## config.mk

```make
export PLATFORM = sky130hd
export DESIGN_NAME = regfile_wb_arbiter
export DESIGN_NICKNAME = d
export VERILOG_FILES = /design/src/rtl/regfile_pkg.sv /design/src/rtl/wb_fifo.sv /design/src/rtl/regfile_wb_arbiter.sv
export SDC_FILE = /design/constraint.sdc
export NUM_CORES = 1
export LEC_CHECK = 0
export CAP_MARGIN = 20
export CELL_PAD_IN_SITES_DETAIL_PLACEMENT = 1
export CELL_PAD_IN_SITES_GLOBAL_PLACEMENT = 1
export CORE_MARGIN = 2
export CORE_UTILIZATION = 40
export CTS_BUF_LIST = sky130_fd_sc_hd__clkbuf_4 sky130_fd_sc_hd__clkbuf_8
export DETAILED_ROUTE_END_ITERATION = 8
export PLACE_DENSITY_LB_ADDON = 0.1
export SYNTH_ARGS = -nofsm -noshare
export SYNTH_HDL_FRONTEND = slang
export SYNTH_SLANG_ARGS = --single-unit
```

## constraint.sdc

```tcl
create_clock -name elk -period 3 [get_ports elk]
set_input_delay 0.45 -clock elk [delete_from_list [all_inputs] [get_ports elk]]
set_output_delay 0.45 -clock elk [all_outputs]
set_load 0.02 [all_outputs]
```

## src/rtl/regfile_pkg.sv

```systemverilog
// rtl/regfile_pkg.sv - shared widths and channel encoding for the register-file writeback arbiter
// Contents: default data/address widths, register count helper, writeback channel select enum.
package regfile_pkg;

  localparam int DEF_DATA_W = 32;
  localparam int DEF_ADDR_W = 5;

  // Number of architectural registers addressed by an aw-bit register index.
  function automatic int num_regs_for(input int aw);
    return 1 << aw;
  endfunction

  localparam int NUM_REGS = num_regs_for(DEF_ADDR_W);

  // Writeback requester: A is the ALU channel, B is the load channel.
  typedef enum logic {
    CH_A = 1'b0,
    CH_B = 1'b1
  } ch_e;

endpackage

```

## src/rtl/wb_fifo.sv

```systemverilog
// rtl/wb_fifo.sv - per-requester writeback queue
// Ports:
//   clk       rising-edge clock
//   rst       synchronous active-high reset, empties the queue
//   push      enqueue push_data (ignored when full unless popping in the same cycle)
//   push_data entry to enqueue
//   pop       dequeue the head (ignored when empty)
//   full      queue holds DEPTH entries
//   empty     queue holds no entries
//   head      oldest entry, valid while !empty
module wb_fifo #(
  parameter int W     = 37,
  parameter int DEPTH = 2
) (
  input  logic         clk,
  input  logic         rst,
  input  logic         push,
  input  logic [W-1:0] push_data,
  input  logic         pop,
  output logic         full,
  output logic         empty,
  output logic [W-1:0] head
);

  localparam int AW = $clog2(DEPTH);
  localparam logic [AW:0] FULL_CNT = (AW+1)'(DEPTH);

  logic [W-1:0]  mem [DEPTH];
  logic [AW-1:0] rd_ptr;
  logic [AW-1:0] wr_ptr;
  logic [AW:0]   count;
  logic          do_push;
  logic          do_pop;

  assign full  = (count == FULL_CNT);
  assign empty = (count == '0);
  assign head  = mem[rd_ptr];

  // A full queue may still accept an entry when its head leaves on the same edge.
  assign do_pop  = pop && !empty;
  assign do_push = push && (!full || do_pop);

  always_ff @(posedge clk) begin
    if (rst) begin
      rd_ptr <= '0;
      wr_ptr <= '0;
      count  <= '0;
    end else begin
      if (do_push) wr_ptr <= wr_ptr + AW'(1);
      if (do_pop)  rd_ptr <= rd_ptr + AW'(1);
      case ({do_push, do_pop})
        2'b10:   count <= count + (AW+1)'(1);
        2'b01:   count <= count - (AW+1)'(1);
        default: count <= count;
      endcase
    end
  end

  // Storage needs no reset: entries are only visible through head while !empty.
  always_ff @(posedge clk) begin
    if (do_push) mem[wr_ptr] <= push_data;
  end

endmodule

```

## src/rtl/regfile_wb_arbiter.sv

```systemverilog
// rtl/regfile_wb_arbiter.sv - two-channel round-robin register-file writeback arbiter with pending scoreboard
// Ports:
//   elk                         rising-edge clock
//   nrst                        synchronous active-high reset
//   a_valid/a_ready/a_addr/a_data  ALU writeback request channel
//   b_valid/b_ready/b_addr/b_data  load writeback request channel
//   iss_valid/iss_addr          destination register marked pending at issue
//   wr_en/wr_addr/wr_data       registered register-file write port
//   pending                     per-register outstanding-write bits (bit 0 always 0)
module regfile_wb_arbiter
  import regfile_pkg::*;
#(
  parameter int DATA_W     = DEF_DATA_W,
  parameter int ADDR_W     = DEF_ADDR_W,
  parameter int FIFO_DEPTH = 2
) (
  input  logic                              elk,
  input  logic                              nrst,
  input  logic                              a_valid,
  output logic                              a_ready,
  input  logic [ADDR_W-1:0]                 a_addr,
  input  logic [DATA_W-1:0]                 a_data,
  input  logic                              b_valid,
  output logic                              b_ready,
  input  logic [ADDR_W-1:0]                 b_addr,
  input  logic [DATA_W-1:0]                 b_data,
  input  logic                              iss_valid,
  input  logic [ADDR_W-1:0]                 iss_addr,
  output logic                              wr_en,
  output logic [ADDR_W-1:0]                 wr_addr,
  output logic [DATA_W-1:0]                 wr_data,
  output logic [num_regs_for(ADDR_W)-1:0]   pending
);

  localparam int EW = ADDR_W + DATA_W;

  logic          a_full, a_empty, b_full, b_empty;
  logic [EW-1:0] a_head, b_head, win_head;
  logic          a_push, b_push, a_pop, b_pop;
  logic          grant_valid;
  ch_e           grant_ch;
  ch_e           last_grant;

  // Ready is a pure function of queue occupancy and reset, never of valid.
  assign a_ready = !nrst && !a_full;
  assign b_ready = !nrst && !b_full;

  // Writes to x0 complete the handshake but are dropped here.
  assign a_push = a_valid && a_ready && (a_addr != '0);
  assign b_push = b_valid && b_ready && (b_addr != '0);

  wb_fifo #(.W(EW), .DEPTH(FIFO_DEPTH)) u_fifo_a (
    .clk       (elk),
    .rst       (nrst),
    .push      (a_push),
    .push_data ({a_addr, a_data}),
    .pop       (a_pop),
    .full      (a_full),
    .empty     (a_empty),
    .head      (a_head)
  );

  wb_fifo #(.W(EW), .DEPTH(FIFO_DEPTH)) u_fifo_b (
    .clk       (elk),
    .rst       (nrst),
    .push      (b_push),
    .push_data ({b_addr, b_data}),
    .pop       (b_pop),
    .full      (b_full),
    .empty     (b_empty),
    .head      (b_head)
  );

  // Sole non-empty queue wins; on contention the channel not granted last wins.
  always_comb begin
    grant_valid = !a_empty || !b_empty;
    grant_ch    = CH_A;
    if (!a_empty && !b_empty) begin
      grant_ch = (last_grant == CH_A) ? CH_B : CH_A;
    end else if (!b_empty) begin
      grant_ch = CH_B;
    end
  end

  assign a_pop    = !nrst && grant_valid && (grant_ch == CH_A);
  assign b_pop    = !nrst && grant_valid && (grant_ch == CH_B);
  assign win_head = (grant_ch == CH_A) ? a_head : b_head;

  // Write port: the granted head is registered for exactly one cycle; address
  // and data hold their last value while idle.
  always_ff @(posedge elk) begin
    if (nrst) begin
      wr_en      <= 1'b0;
      wr_addr    <= '0;
      wr_data    <= '0;
      last_grant <= CH_B;
    end else begin
      wr_en <= grant_valid;
      if (grant_valid) begin
        wr_addr    <= win_head[EW-1:DATA_W];
        wr_data    <= win_head[DATA_W-1:0];
        last_grant <= grant_ch;
      end
    end
  end

  // Scoreboard: the set is written after the clear so a same-edge issue to the
  // register being written back leaves it pending.
  always_ff @(posedge elk) begin
    if (nrst) begin
      pending <= '0;
    end else begin
      if (wr_en) pending[wr_addr] <= 1'b0;
      if (iss_valid && (iss_addr != '0)) pending[iss_addr] <= 1'b1;
    end
  end

endmodule

```

==> impl_metrics.xml <==
<?xml version="1.0" encoding="UTF-8"?>
<metrics>
  <group name="detailed_routing">
    <metric name="route.detailed.vias_per_inst" unit="">5.190</metric>
    <metric name="finalWirelength" unit="um">22380</metric>
    <metric name="routed-via-count" unit="">5782</metric>
    <metric name="route.antenna.remaining_nets" unit="">0</metric>
    <metric name="drcViolationCount" unit="">0</metric>
    <metric name="drt_iter0_markers" unit="">256</metric>
    <metric name="wl_per_cell" unit="um">20.09</metric>
    <metric name="drt_pre_antenna_iters" unit="">6</metric>
  </group>
  <group name="worst_setup_path">
    <metric name="critPathArrivalTime" unit="ns">1.86</metric>
    <metric name="worst-endpoint-required" unit="ns">2.55</metric>
    <metric name="worstSetupStartpointType" unit="">input port</metric>
    <metric name="timing.critical_path.to_type" unit="">output pin</metric>
    <metric name="critPathMaxFanout" unit="">6</metric>
    <metric name="r2r.worst_path.cells" unit="">3</metric>
    <metric name="timing_worst_setup_path_type" unit="">in -&gt; out</metric>
  </group>
  <group name="finish">
    <metric name="fillCellCount" unit="">2136</metric>
    <metric name="flow.area_growth_from_synthesis" unit="%">31.18</metric>
    <metric name="most_common_cell_after_layout_fill_and_taps_aside" unit="">clkdlybuf4s50_1</metric>
    <metric name="count_of_inserted_antenna_diode_cells" unit="">0</metric>
    <metric name="finalNetCount" unit="">892</metric>
    <metric name="area_of_all_placed_cells_without_fillers" unit="um^2">11300</metric>
    <metric name="final_core_utilization" unit="%">53.57</metric>
    <metric name="post_route_cells_drive_above_1_share" unit="%">11.20</metric>
    <metric name="final_cell_mix" unit="">155 x clkdlybuf4s50_1, 148 x edfxtp_1, 109 x nand2_1</metric>
  </group>
  <group name="cts">
    <metric name="clock_buffer_count_from_cts" unit="">41</metric>
    <metric name="cts.clk_slew.worst_paths" unit="ns">0.06</metric>
    <metric name="clock_tree.buffer_depth" unit="">3</metric>
    <metric name="cts.sinks" unit="">229</metric>
    <metric name="cell_at_the_root_of_the_clock_tree" unit="">clkbuf_8</metric>
    <metric name="tritoncts_clock_tree" unit="">yes</metric>
    <metric name="cts.repair_timing.setup_buffer_count" unit="">0</metric>
    <metric name="ctsHoldBuffers" unit="">0</metric>
    <metric name="htree_levels" unit="">2</metric>
    <metric name="post_cts_resize_count" unit="">0</metric>
    <metric name="worstSkewPairLatency" unit="ns">0.54</metric>
  </group>
  <group name="synth">
    <metric name="ys_seq_elements" unit="">229</metric>
    <metric name="synth.yosys.seq_area_share" unit="%">70.44</metric>
    <metric name="mappedNetlistArea" unit="um^2">8611</metric>
    <metric name="ys_types" unit="">40</metric>
    <metric name="syn-instance-count" unit="">628</metric>
    <metric name="yosys.area.top_type_share" unit="%">51.61</metric>
    <metric name="post-synth-top-area-cell" unit="">edfxtp_1</metric>
    <metric name="net_count_after_synthesis" unit="">714</metric>
    <metric name="synthesis.area_per_instance" unit="um^2">13.71</metric>
    <metric name="ys_top_cells_by_area" unit="">edfxtp_1 52%, dfxtp_1 19%, mux2i_1 8.5%</metric>
    <metric name="ys.warnings.count" unit="">0</metric>
  </group>
  <group name="grt">
    <metric name="grt_pass1_wl" unit="um">34470</metric>
    <metric name="grt_overflow_total" unit="">0</metric>
    <metric name="grt_start_max_net_pins" unit="">47</metric>
    <metric name="first_global_vias" unit="">6401</metric>
    <metric name="grtUsageTotal" unit="%">20.11</metric>
    <metric name="grt_antenna_before_repair" unit="">2</metric>
  </group>
  <group name="timing">
    <metric name="fmax" unit="MHz">433.8</metric>
    <metric name="layout_min_cycle_time" unit="ns">2.305</metric>
    <metric name="fin_tns_setup" unit="ns">0</metric>
    <metric name="grt_setup_unrepaired" unit="">no</metric>
    <metric name="clock-skew-final" unit="ns">0.01465</metric>
    <metric name="finalCritPeriodShare" unit="%">76.84</metric>
    <metric name="timing.final.max_slew_violations" unit="">0</metric>
    <metric name="final-setup-viol-count" unit="">0</metric>
    <metric name="hold_ws" unit="ns">0.4649</metric>
    <metric name="hold_violations" unit="">0</metric>
    <metric name="slew_headroom" unit="%">27.01</metric>
    <metric name="worst_pin_slew" unit="ns">1.092</metric>
  </group>
  <group name="pwr">
    <metric name="total_power" unit="W">0.009261</metric>
    <metric name="leakage" unit="nW">3.816</metric>
    <metric name="p_per_area" unit="nW/um^2">819.9</metric>
    <metric name="worst_vdd_rail_ir_drop" unit="mV">0.4054</metric>
  </group>
  <group name="floorplanning">
    <metric name="die-height" unit="um">150.7</metric>
    <metric name="die-area" unit="um^2">22720</metric>
    <metric name="initial_core_util" unit="%">40.83</metric>
    <metric name="rows" unit="">53</metric>
    <metric name="core_region_area" unit="um^2">21090</metric>
    <metric name="die_w" unit="um">150.7</metric>
    <metric name="number_of_ports_placed_on_the_die_boundary" unit="">156</metric>
  </group>
  <group name="place">
    <metric name="gp_congestion" unit="">0.7961</metric>
    <metric name="port-buffer-count" unit="">155</metric>
    <metric name="detailed_place.area" unit="um^2">10480</metric>
    <metric name="dp_hpwl" unit="um">14890</metric>
  </group>
  <group name="job">
    <metric name="maxCapViolations" unit="">0</metric>
  </group>
  <group name="outcome">
    <metric name="status" unit="">finished, final reports clean</metric>
  </group>
  <group name="hold_path">
    <metric name="hold_path_depth" unit="">1</metric>
    <metric name="min_path_type" unit="">reg -&gt; reg</metric>
  </group>
</metrics>
layer usage:
metal	part of all wire, %	GRT usage (%)	vias to the layer above
met5	0.049	0	-
met4	2.3	7.850	2
met3	5.7	5.030	45
met2	53	36.45	170
met1	39	22.66	2871
li1	-	-	2694
synth_stat cells (all sizes together):
cell	number
or3b	3
nor2	20
o21ai	36
mux2i	73
or4	2
dfxtp	81
inv	7
a21o	1
a32o	36
nand3	3
and3b	2
xnor2	3
o211a	1
xor2	3
a21oi	36
or3	5
edfxtp	148
nand3b	5
buf	23
nand2	109
nor3b	4
nor3	3
ha	2
o211ai	2
clkbuf	10
a2111oi	2
nor2b	1
o21a	2
or2	3
and3	2
through the flow:
| step | std cells | setup WS (ns) |
|---|---|---|
| after floorplan | 628 | 0.02777 |
| after global placement | 1038 | 0.3346 |
| after detailed placement | 1038 | 0.2470 |
| after CTS | 1114 | 0.6739 |
| after global routing | 1114 | 0.6341 |
| final | 1114 | 0.6948 |
path summary, 6_finish.rpt:
kind / slack, ns / startpoint / end
max: 0.69 / nrst / a_ready
min: 0.46 / wr_data[25] / wr_data[25]
max reg2reg: 0.92 / u_fifo_b.count[0] / u_fifo_b.mem[0][23]
min reg2reg: 0.46 / wr_data[25] / wr_data[25]
area by class of cell:
cell class              count  area, um^2  area share [%]
repair buffers            168        1687           14.93
flip-flops and latches    229        6068           53.72
multi-input cells         359        2356           20.86
clock buffers              59       737.0           6.524
well taps                 275       344.1           3.046
clock inverters            17       77.57          0.6868
inverters                   7       26.28          0.2326
state kept, by name (all words and copies together), names as in the netlist, 2 cells and up, named ones only:
name / cells
u_fifo_a.mem: 74
wr_addr: 5
u_fifo_a.count: 2
wr_data: 32
u_fifo_b.count: 2
u_fifo_b.mem: 74
pending: 32
worst max-delay path, cell delays in order:
cell and delay [ns]:
clkdlybuf4s50_1 0.43, inv_1 0.19, o21a_1 0.18, clkdlybuf4s50_1 0.61
logic make-up after synthesis:
kind of cell               after synthesis  share of synthesized area [%]
muxes                                   73                          8.486
buffers and inverters                   40                          2.485
xor gates and xnor gates                 6                         0.6104
adders and majority gates                2                         0.2906
DFF                                    229                          70.44
and+or+nand+nor                        162                          8.413
AOI/OAI and AO/OA                      116                          9.271
report_power, final:
| group | leakage (nW) | internal, W | switching, W |
|---|---|---|---|
| Clock | 0.429 | 0.00158 | 0.00125 |
| Sequential | 2.02 | 0.00370 | 0.000281 |
| Combinational | 1.37 | 0.00101 | 0.00144 |
No activity file was read; power rests on OpenSTA's default activity.
